$ cat src/rtl/ssp_pkg.sv
// Constants and types shared by the SSP transmit and receive datapaths.
package ssp_pkg;

    localparam int SSP_DATA_W     = 8;
    localparam int SSP_FIFO_DEPTH = 4;

    typedef enum logic {
        RX_IDLE  = 1'b0,
        RX_SHIFT = 1'b1
    } rx_state_t;

    // The level counter needs one extra bit so that a full FIFO is distinguishable from an empty one.
    function automatic int ssp_level_w(input int depth);
        return $clog2(depth) + 1;
    endfunction

    localparam int SSP_LEVEL_W = ssp_level_w(SSP_FIFO_DEPTH);

endpackage

$ cat src/rtl/ssp_rx_fifo.sv
// Synchronous show-ahead FIFO: the head word is held in a register so data_o is valid
// the cycle after the first push and keeps its last value while the FIFO is empty.
module ssp_rx_fifo #(
    parameter int WIDTH = 8,
    parameter int DEPTH = 4
) (
    input  logic                     clk_i,
    input  logic                     rst_i,
    input  logic                     push_i,
    input  logic                     pop_i,
    input  logic [WIDTH-1:0]         din_i,
    output logic [WIDTH-1:0]         dout_o,
    output logic                     empty_o,
    output logic                     full_o,
    output logic [$clog2(DEPTH):0]   level_o
);

    localparam int AW = $clog2(DEPTH);
    localparam int LW = AW + 1;

    logic [WIDTH-1:0] r_mem [DEPTH];
    logic [AW-1:0]    r_wr_ptr;
    logic [AW-1:0]    r_rd_ptr;
    logic [LW-1:0]    r_level;
    logic [WIDTH-1:0] r_dout;

    logic             w_empty;
    logic             w_full;
    logic             w_wr_en;
    logic             w_rd_en;
    logic [AW-1:0]    w_rd_ptr_nxt;

    assign w_empty      = (r_level == '0);
    assign w_full       = (r_level == LW'(DEPTH));
    // When full, a same-cycle pop frees the slot being written, so the push is still accepted.
    assign w_wr_en      = push_i && (!w_full || pop_i);
    assign w_rd_en      = pop_i && !w_empty;
    assign w_rd_ptr_nxt = r_rd_ptr + AW'(1);

    always_ff @(posedge clk_i) begin
        if (w_wr_en) begin
            r_mem[r_wr_ptr] <= din_i;
        end
    end

    always_ff @(posedge clk_i or negedge rst_i) begin
        if (!rst_i) begin
            r_wr_ptr <= '0;
            r_rd_ptr <= '0;
            r_level  <= '0;
            r_dout   <= '0;
        end else begin
            if (w_wr_en) begin
                r_wr_ptr <= r_wr_ptr + AW'(1);
            end
            if (w_rd_en) begin
                r_rd_ptr <= w_rd_ptr_nxt;
            end
            r_level <= r_level + LW'(w_wr_en) - LW'(w_rd_en);

            if (w_empty && w_wr_en) begin
                r_dout <= din_i;
            end else if (w_rd_en) begin
                if (r_level > LW'(1)) begin
                    r_dout <= r_mem[w_rd_ptr_nxt];
                end else if (w_wr_en) begin
                    r_dout <= din_i;
                end
            end
        end
    end

    assign dout_o  = r_dout;
    assign empty_o = w_empty;
    assign full_o  = w_full;
    assign level_o = r_level;

endmodule

$ cat src/rtl/ssp_rx_shift.sv
// SSP receive path: frame-sync driven deserialiser feeding a show-ahead FIFO, with
// sticky overrun and frame-error flags.
module ssp_rx_shift
    import ssp_pkg::*;
#(
    parameter int DATA_W     = SSP_DATA_W,
    parameter int FIFO_DEPTH = SSP_FIFO_DEPTH
) (
    input  logic                          clk_i,
    input  logic                          rst_i,
    input  logic                          rxd_i,
    input  logic                          fss_i,
    input  logic                          sclk_en_i,
    input  logic                          rd_i,
    input  logic                          clr_err_i,
    output logic [DATA_W-1:0]             data_o,
    output logic                          empty_o,
    output logic                          full_o,
    output logic [$clog2(FIFO_DEPTH):0]   level_o,
    output logic                          busy_o,
    output logic                          overrun_o,
    output logic                          frame_err_o
);

    localparam int CNT_W = $clog2(DATA_W);
    localparam logic [CNT_W-1:0] LAST_BIT = CNT_W'(DATA_W - 1);

    rx_state_t         r_state;
    logic [DATA_W-1:0] r_shreg;
    logic [CNT_W-1:0]  r_bit_cnt;
    logic              r_overrun;
    logic              r_frame_err;

    logic              w_shift_strobe;
    logic              w_last;
    logic              w_push;
    logic              w_frame_err;
    logic              w_overrun;
    logic              w_full;
    logic [DATA_W-1:0] w_word;

    assign w_shift_strobe = sclk_en_i && (r_state == RX_SHIFT);
    assign w_last         = (r_bit_cnt == LAST_BIT);
    assign w_word         = {r_shreg[DATA_W-2:0], rxd_i};
    assign w_push         = w_shift_strobe && w_last;
    assign w_frame_err    = w_shift_strobe && fss_i && !w_last;
    assign w_overrun      = w_push && w_full && !rd_i;

    always_ff @(posedge clk_i or negedge rst_i) begin
        if (!rst_i) begin
            r_state   <= RX_IDLE;
            r_shreg   <= '0;
            r_bit_cnt <= '0;
        end else if (sclk_en_i) begin
            case (r_state)
                RX_IDLE: begin
                    if (fss_i) begin
                        r_state   <= RX_SHIFT;
                        r_bit_cnt <= '0;
                    end
                end
                RX_SHIFT: begin
                    if (w_frame_err) begin
                        // The sync strobe restarts the frame; it carries no data bit.
                        r_shreg   <= '0;
                        r_bit_cnt <= '0;
                    end else if (w_last) begin
                        r_shreg   <= w_word;
                        r_bit_cnt <= '0;
                        r_state   <= fss_i ? RX_SHIFT : RX_IDLE;
                    end else begin
                        r_shreg   <= w_word;
                        r_bit_cnt <= r_bit_cnt + CNT_W'(1);
                    end
                end
                default: begin
                    r_state <= RX_IDLE;
                end
            endcase
        end
    end

    // Setting beats clearing when both happen in one cycle.
    always_ff @(posedge clk_i or negedge rst_i) begin
        if (!rst_i) begin
            r_overrun   <= 1'b0;
            r_frame_err <= 1'b0;
        end else begin
            if (w_overrun) begin
                r_overrun <= 1'b1;
            end else if (clr_err_i) begin
                r_overrun <= 1'b0;
            end
            if (w_frame_err) begin
                r_frame_err <= 1'b1;
            end else if (clr_err_i) begin
                r_frame_err <= 1'b0;
            end
        end
    end

    ssp_rx_fifo #(
        .WIDTH (DATA_W),
        .DEPTH (FIFO_DEPTH)
    ) u_fifo (
        .clk_i   (clk_i),
        .rst_i   (rst_i),
        .push_i  (w_push),
        .pop_i   (rd_i),
        .din_i   (w_word),
        .dout_o  (data_o),
        .empty_o (empty_o),
        .full_o  (w_full),
        .level_o (level_o)
    );

    assign full_o      = w_full;
    assign busy_o      = (r_state == RX_SHIFT);
    assign overrun_o   = r_overrun;
    assign frame_err_o = r_frame_err;

endmodule

$ cat config.mk
export PLATFORM = sky130hd
export DESIGN_NAME = ssp_rx_shift
export DESIGN_NICKNAME = d
export VERILOG_FILES = /design/src/rtl/ssp_pkg.sv /design/src/rtl/ssp_rx_fifo.sv /design/src/rtl/ssp_rx_shift.sv
export SDC_FILE = /design/constraint.sdc
export NUM_CORES = 1
export LEC_CHECK = 0
export CORE_MARGIN = 2
export CORE_UTILIZATION = 35
export CTS_BUF_LIST = sky130_fd_sc_hd__clkbuf_8
export DETAILED_ROUTE_END_ITERATION = 10
export PLACE_DENSITY = 0.59
export SLEW_MARGIN = 20
export SYNTH_ARGS = -nofsm -noshare
export SYNTH_HDL_FRONTEND = slang
export SYNTH_SLANG_ARGS = --single-unit
$ cat constraint.sdc
create_clock -name clk_i -period 4.2 [get_ports clk_i]
set_input_delay 1.05 -clock clk_i [delete_from_list [all_inputs] [get_ports clk_i]]
set_output_delay 1.05 -clock clk_i [all_outputs]
set_load 0.02 [all_outputs]
Word-level counts from Yosys, hierarchy flattened:

Memories as Yosys holds them, arrays and structs flattened.
Cells that the tools add are included.

* flip-flop bits (word level): 28
* bits in latches: 0
* memory bits (writable): 32
* bits in read-only memories: 0
* input port bits: 7
* output and inout port bits: 16
* logic and storage cells: 60
* memories kept: 1

* add/subtract/negate cells: 5
* multipliers: 0
* divide/modulo/power cells: 0
* $lt $le $gt $ge: 1
* eq/ne operators: 3
* shift operators: 0
* muxes and demuxes: 18
* bitwise logic cells: 1
* reduce and logical (&&, ||, !) cells: 22

Memories
* u_fifo.r_mem: depth 4, width 8, rd ports 1, clocked after Yosys merged registers in 0, write ports 1, line ssp_rx_fifo.sv:21 `logic [WIDTH-1:0] r_mem [DEPTH];`

Operator list (number)
* 8-bit two-way mux: 4
* 1-bit logical AND: 9
* 3-bit two-way mux: 3
* 1-bit two-way mux: 8
* 7-bit two-way mux: 1
* 3-bit equality test (second input constant): 2
* 3-bit one-hot mux with 2 select lines: 1
* 2-bit AND reduction: 3
* 2-bit nonzero test: 3
* 2-bit by 1-bit adder with 2-bit output (second input constant): 2
* 1-bit logical NOT: 4
* 3-bit by 1-bit adder with 3-bit output: 1
* 3-bit by 1-bit adder with 3-bit output (second input constant): 1
* 3-bit by 1-bit greater-than comparator with 1-bit output (second input constant): 1
* 3-bit logical NOT: 1
* 3-bit nonzero test: 1
* 3-bit by 1-bit subtractor with 3-bit output: 1
* 2-bit inequality test (second input constant): 1
* 1-bit one-hot mux with 2 select lines: 1
* 1-bit logical OR: 1
* 1-bit inverter: 1

Depth between registers and ports, before layout:

* word-level depth: 8
* mapped depth: 9

Modules after synthesis:

A second synthesis with hierarchy kept.

* cell total of the unflattened synthesis: 184
* area total of the unflattened synthesis: 2698.8 um^2

By module, submodules not included
* ssp_rx_fifo: instances 1, cells each 135, area an instance 2087.0 um^2, seq. area each 1336.3 um^2
* ssp_rx_shift: instances 1, cells each 49, area an instance 611.8 um^2, seq. area each 325.3 um^2

Least setup slack after synthesis:

OpenSTA, ideal clock, no wires.

* kind: input-to-reg
* start: input port sclk_en_i
* end: register u_fifo.r_level[2] (netlist: u_fifo.level_o[2])
* library setup time: 0.122 ns
* arrival time: 2.335 ns
* required time: 4.078 ns
* path slack: 1.743 ns
* stages on the path: 7
* buffers on the path: 1
* path through: buf_2 nand3_1 nor2_1 ha_1 inv_1 fa_1 xor2_1

* word-level cells in the longest chain between the ends: 5

RTL lines
* from (decl): line ssp_rx_shift.sv:13 `input logic sclk_en_i,`
* 1-bit logical AND: line ssp_rx_shift.sv:42 `assign w_shift_strobe = sclk_en_i && (r_state == RX_SHIFT);`
* 1-bit logical AND: line ssp_rx_shift.sv:45 `assign w_push = w_shift_strobe && w_last;`
* 1-bit logical AND: line ssp_rx_fifo.sv:36 `assign w_wr_en = push_i && (!w_full || pop_i);`
* named net u_fifo.w_wr_en: line ssp_rx_fifo.sv:29 `logic w_wr_en;`
* 3-bit by 1-bit adder with 3-bit output: line ssp_rx_fifo.sv:59 `r_level <= r_level + LW'(w_wr_en) - LW'(w_rd_en);`
* 3-bit by 1-bit subtractor with 3-bit output: line ssp_rx_fifo.sv:59
* to (signal assigned): line ssp_rx_fifo.sv:59
* to (decl): line ssp_rx_fifo.sv:24 `logic [LW-1:0] r_level;`

The timed path passes the listed nets, and every way through them passes these cells.
A chain may end at the register's enable or synchronous reset.

Worst setup path in the final report:

* start: register u_fifo.r_level[1] (netlist: u_fifo.level_o[1])
* end: output port empty_o

* word-level cells in the longest chain between the ends: 1

RTL lines
* 3-bit logical NOT: line ssp_rx_fifo.sv:33 `assign w_empty = (r_level == '0);`
* to (decl): line ssp_rx_shift.sv:17 `output logic empty_o,`

Every way passes these cells.

==> results by stage <==
Critical path:
- The startpoint type of the worst setup path is a flip-flop.
- STA classifies the critical path endpoint as an output port.
- At the worst endpoint, the arrival time is 1.80 ns.
- At the worst endpoint, the required time is 3.15 ns.
- The worst setup path category is flip-flop to output port.
- Along the worst path, the maximum fanout reaches 5.

Layout:
- The library cells used most frequently in the layout, excluding fill and tap cells, are 32 x edfxtp_1, 28 x dfrtp_1, 22 x clkdlybuf4s50_1.
- In the final layout, the share of cells above drive strength 1 is 0.228.
- The number of antenna diodes in the final layout is 0.
- Leaving out fill and tap cells, the most frequent cell in the layout is edfxtp_1.
- The total number of nets in the final design is 201.
- The synthesis-to-finish area growth is 19.3%.

Die:
- The core area is 7180 sq um.
- The number of primary I/O pins is 23.
- The floorplan has 31 rows.
- The floorplan step defined a die boundary enclosing 8010 sq um.
- The x dimension of the die is 89.5 microns.
- The initial utilization of the core area, before any placement, comes to 0.357.
- The die is 89.5 microns tall.

Placed design:
- During placement, the flow inserted port buffers numbering 22.
- The HPWL after detailed placement is 3080 microns.
- The final weighted congestion in routability-driven placement is 0.742.
- The post-place setup slack is 1.02 ns.

Route:
- For this block, the via count after detailed routing is 1,356.
- The remaining antenna violation count is 0.
- The first detailed-routing pass took 4 iterations.
- The final routed DRC violation total is 0.
- In the final routed layout, each cell accounts on average for 16.0 microns.
- The wire length reported by the detailed router is 4610 microns.
- The average via count per standard cell is 4.71.
- The violation count after the first detailed-routing iteration is 77.

Pwr:
- The proportion of power drawn by combinational gates is 0.322.
- The share of total power consumed by net switching is 0.308.
- The share of power burned in the clock network is 0.244.
- The power dissipated by switching net loads is 0.000568 W.
- The cell internal power dissipation is 0.00127 W.
- The share of total power dissipated in sequential elements is 0.434.
- For this design the ratio of total power to cell area is 603 nW/um^2.
- The worst-case IR drop observed on VDD is 0.170 mV.
- The cell leakage power is 1.20 nW.

Global route:
- Entering global routing, the biggest net connects 29 pins.
- The number of antenna violations at the first check in global routing is 0.
- The number of global-route vias before repair is 1,447.
- The first global-routing pass estimated 7270 microns of wire.
- The global-route usage over all layers is 0.130.
- For this run the aggregate overflow at the end of global routing stands at 0.

Clock network:
- The number of gates resized after CTS is 0.
- The later-pin clock latency in the skew report is 0.33 ns.
- The cell chosen for the clock root is clkbuf_8.
- The clock-pin slew on the worst setup and hold paths is 0.07 ns.
- Counting along the longest clock path gives a buffer depth of 2.
- Buffers inserted to repair hold after CTS numbered 0.
- The H-tree generated during clock tree synthesis spans 3 levels.
- The number of buffers inserted during clock tree synthesis is 9.
- Post-CTS timing repair inserted 0 buffers for setup.
- The number of clock sinks is 60.
- The TritonCTS clock tree is done.

Logic synthesis:
- The flip-flop and latch count after synthesis is 60.
- The post-synth net total is 173.
- Counting distinct cell types in the post-synthesis netlist gives 30.
- The post-synthesis cell area is 2560 sq um.
- The Yosys warning count is 0.
- The portion of the post-synthesis area used by sequential elements is 0.649.
- After synthesis, the mean cell area works out to 16.4 sq um.
- The number of instances in the synthesized netlist is 156.

STA:
- Setup repair after global routing left no endpoint under its margin.
- The number of failing hold endpoints at the final stage is 0.
- The transition time at the pin with the least slew margin is 0.679 ns.
- The total of endpoints with negative setup slack in the final report is 0.
- The final critical delay including setup and external delays is 2.85 ns.
- The final critical-path share of the clock period is 0.678.
- Based on the critical path, the design can be clocked at up to 351 MHz.
- The count of final max-slew check failures came to 0.
- For the final database, setup skew stands at 0.00844 ns.
- The worst path meets setup with 1.35 ns of slack.
- The final-layout setup total negative slack is 0 ns.
- The relative slew slack is 0.547.

Flow run:
- The number of max-cap violations is 0.

Status:
- The flow ran to the end, and the final reports show no timing, DRC or antenna violations.

Min path:
- The class of the tightest hold or removal check is flip-flop to flip-flop.
==> cell families after synthesis <==
| group | share of synthesized area |
|---|---|
| compound gates | 0.0650 |
| xor+xnor | 0.0137 |
| fa+ha+maj | 0.0518 |
| buf+inv | 0.0337 |
| flops | 0.649 |
| mux | 0.145 |
| simple gates | 0.0411 |
==> layer usage <==
| layer | GRT usage | wire, microns | up-vias |
|---|---|---|---|
| li1 | - | - | 631 |
| met1 | 0.167 | 2100 | 701 |
| met2 | 0.202 | 2330 | 18 |
| met3 | 0.0305 | 96 | 6 |
| met4 | 0.0733 | 83 | 0 |
| met5 | 0 | 0 | - |
==> Yosys cell counts <==
cell / instances / area share
nor2b_1: 1 / 0.0024
mux2_2: 17 / 0.075
xnor2_1: 1 / 0.0034
and2_1: 5 / 0.012
and2b_2: 1 / 0.0034
fa_1: 1 / 0.0078
nor3_1: 1 / 0.0020
clkbuf_1: 2 / 0.0029
clkbuf_2: 1 / 0.0020
nand3_1: 1 / 0.0020
nor3_4: 1 / 0.0064
a41oi_4: 1 / 0.011
mux4_2: 8 / 0.070
ha_1: 9 / 0.044
dfrtp_1: 28 / 0.27
inv_1: 15 / 0.022
o21ai_2: 1 / 0.0034
o22ai_1: 2 / 0.0049
nand2_1: 2 / 0.0029
a21oi_1: 3 / 0.0059
edfxtp_1: 32 / 0.38
o21ai_0: 3 / 0.0059
nor2_1: 1 / 0.0015
a22o_1: 9 / 0.031
buf_2: 2 / 0.0039
nand4_1: 1 / 0.0024
o32ai_1: 1 / 0.0034
buf_4: 1 / 0.0029
nor3b_1: 2 / 0.0059
xor2_1: 3 / 0.010
==> critical path, stage by stage, from the launching register on <==
cell	delay [ns]
dfrtp_1	0.46
nor3_4	0.32
clkdlybuf4s50_1	0.68
==> per-stage QoR <==
stage	util	instances	area [sq um]	hold WS, ns	power, W
2_1_floorplan	-	156	2560	0.473	0.00120
3_3_place_gp	0.401	272	2880	0.490	0.00140
3_5_place_dp	0.401	272	2880	0.498	0.00142
4_1_cts	0.425	288	3050	0.513	0.00187
5_1_grt	0.425	288	3050	0.525	0.00195
6_report	0.425	288	3050	0.506	0.00184
==> path summary, 6_finish.rpt <==
path | cells after the start | slack [ns] | start | end
min in group asynchronous | 2 | 1.10 | rst_i | u_fifo.dout_o[5]$_DFFE_PN0P_
setup reg to reg | 8 | 1.84 | r_bit_cnt[0]$_DFFE_PN0P_ | u_fifo.level_o[2]$_DFF_PN0_
setup / recovery | 2 | 1.35 | u_fifo.level_o[1]$_DFF_PN0_ | empty_o
max in group asynchronous | 2 | 2.81 | rst_i | r_shreg[3]$_DFFE_PN0N_
hold / removal | 1 | 0.51 | u_fifo.dout_o[1]$_DFFE_PN0P_ | u_fifo.dout_o[1]$_DFFE_PN0P_
hold reg to reg | 1 | 0.51 | u_fifo.dout_o[1]$_DFFE_PN0P_ | u_fifo.dout_o[1]$_DFFE_PN0P_
==> power groups by stage <==
stage	registers [W]	clock network (W)	logic [W]
6_report	0.000800	0.000449	0.000593
3_3_place_gp	0.000809	0	0.000593
2_1_floorplan	0.000823	0	0.000380
3_5_place_dp	0.000816	0	0.000606
4_1_cts	0.000805	0.000462	0.000606
5_1_grt	0.000818	0.000484	0.000650
==> sequential cells by signal, summed over array words and instances (netlist names) <==
signal,cells
u_fifo.r_mem,32
u_fifo.dout_o,8
r_shreg,7
r_bit_cnt,3
u_fifo.level_o,3
u_fifo.r_rd_ptr,2
u_fifo.r_wr_ptr,2
busy_o,1
frame_err_o,1
overrun_o,1
==> area by class of cell <==
type | instances | area (sq um)
Timing Repair Buffer | 23 | 228
Multi-Input combinational cell | 75 | 811
Clock inverter | 5 | 21.3
Inverter | 15 | 56.3
Clock buffer | 11 | 151
Tap cell | 99 | 124
Sequential cell | 60 | 1660
Fill cell | 665 | 4120
Note: power is estimated with default switching activity, not from simulation.
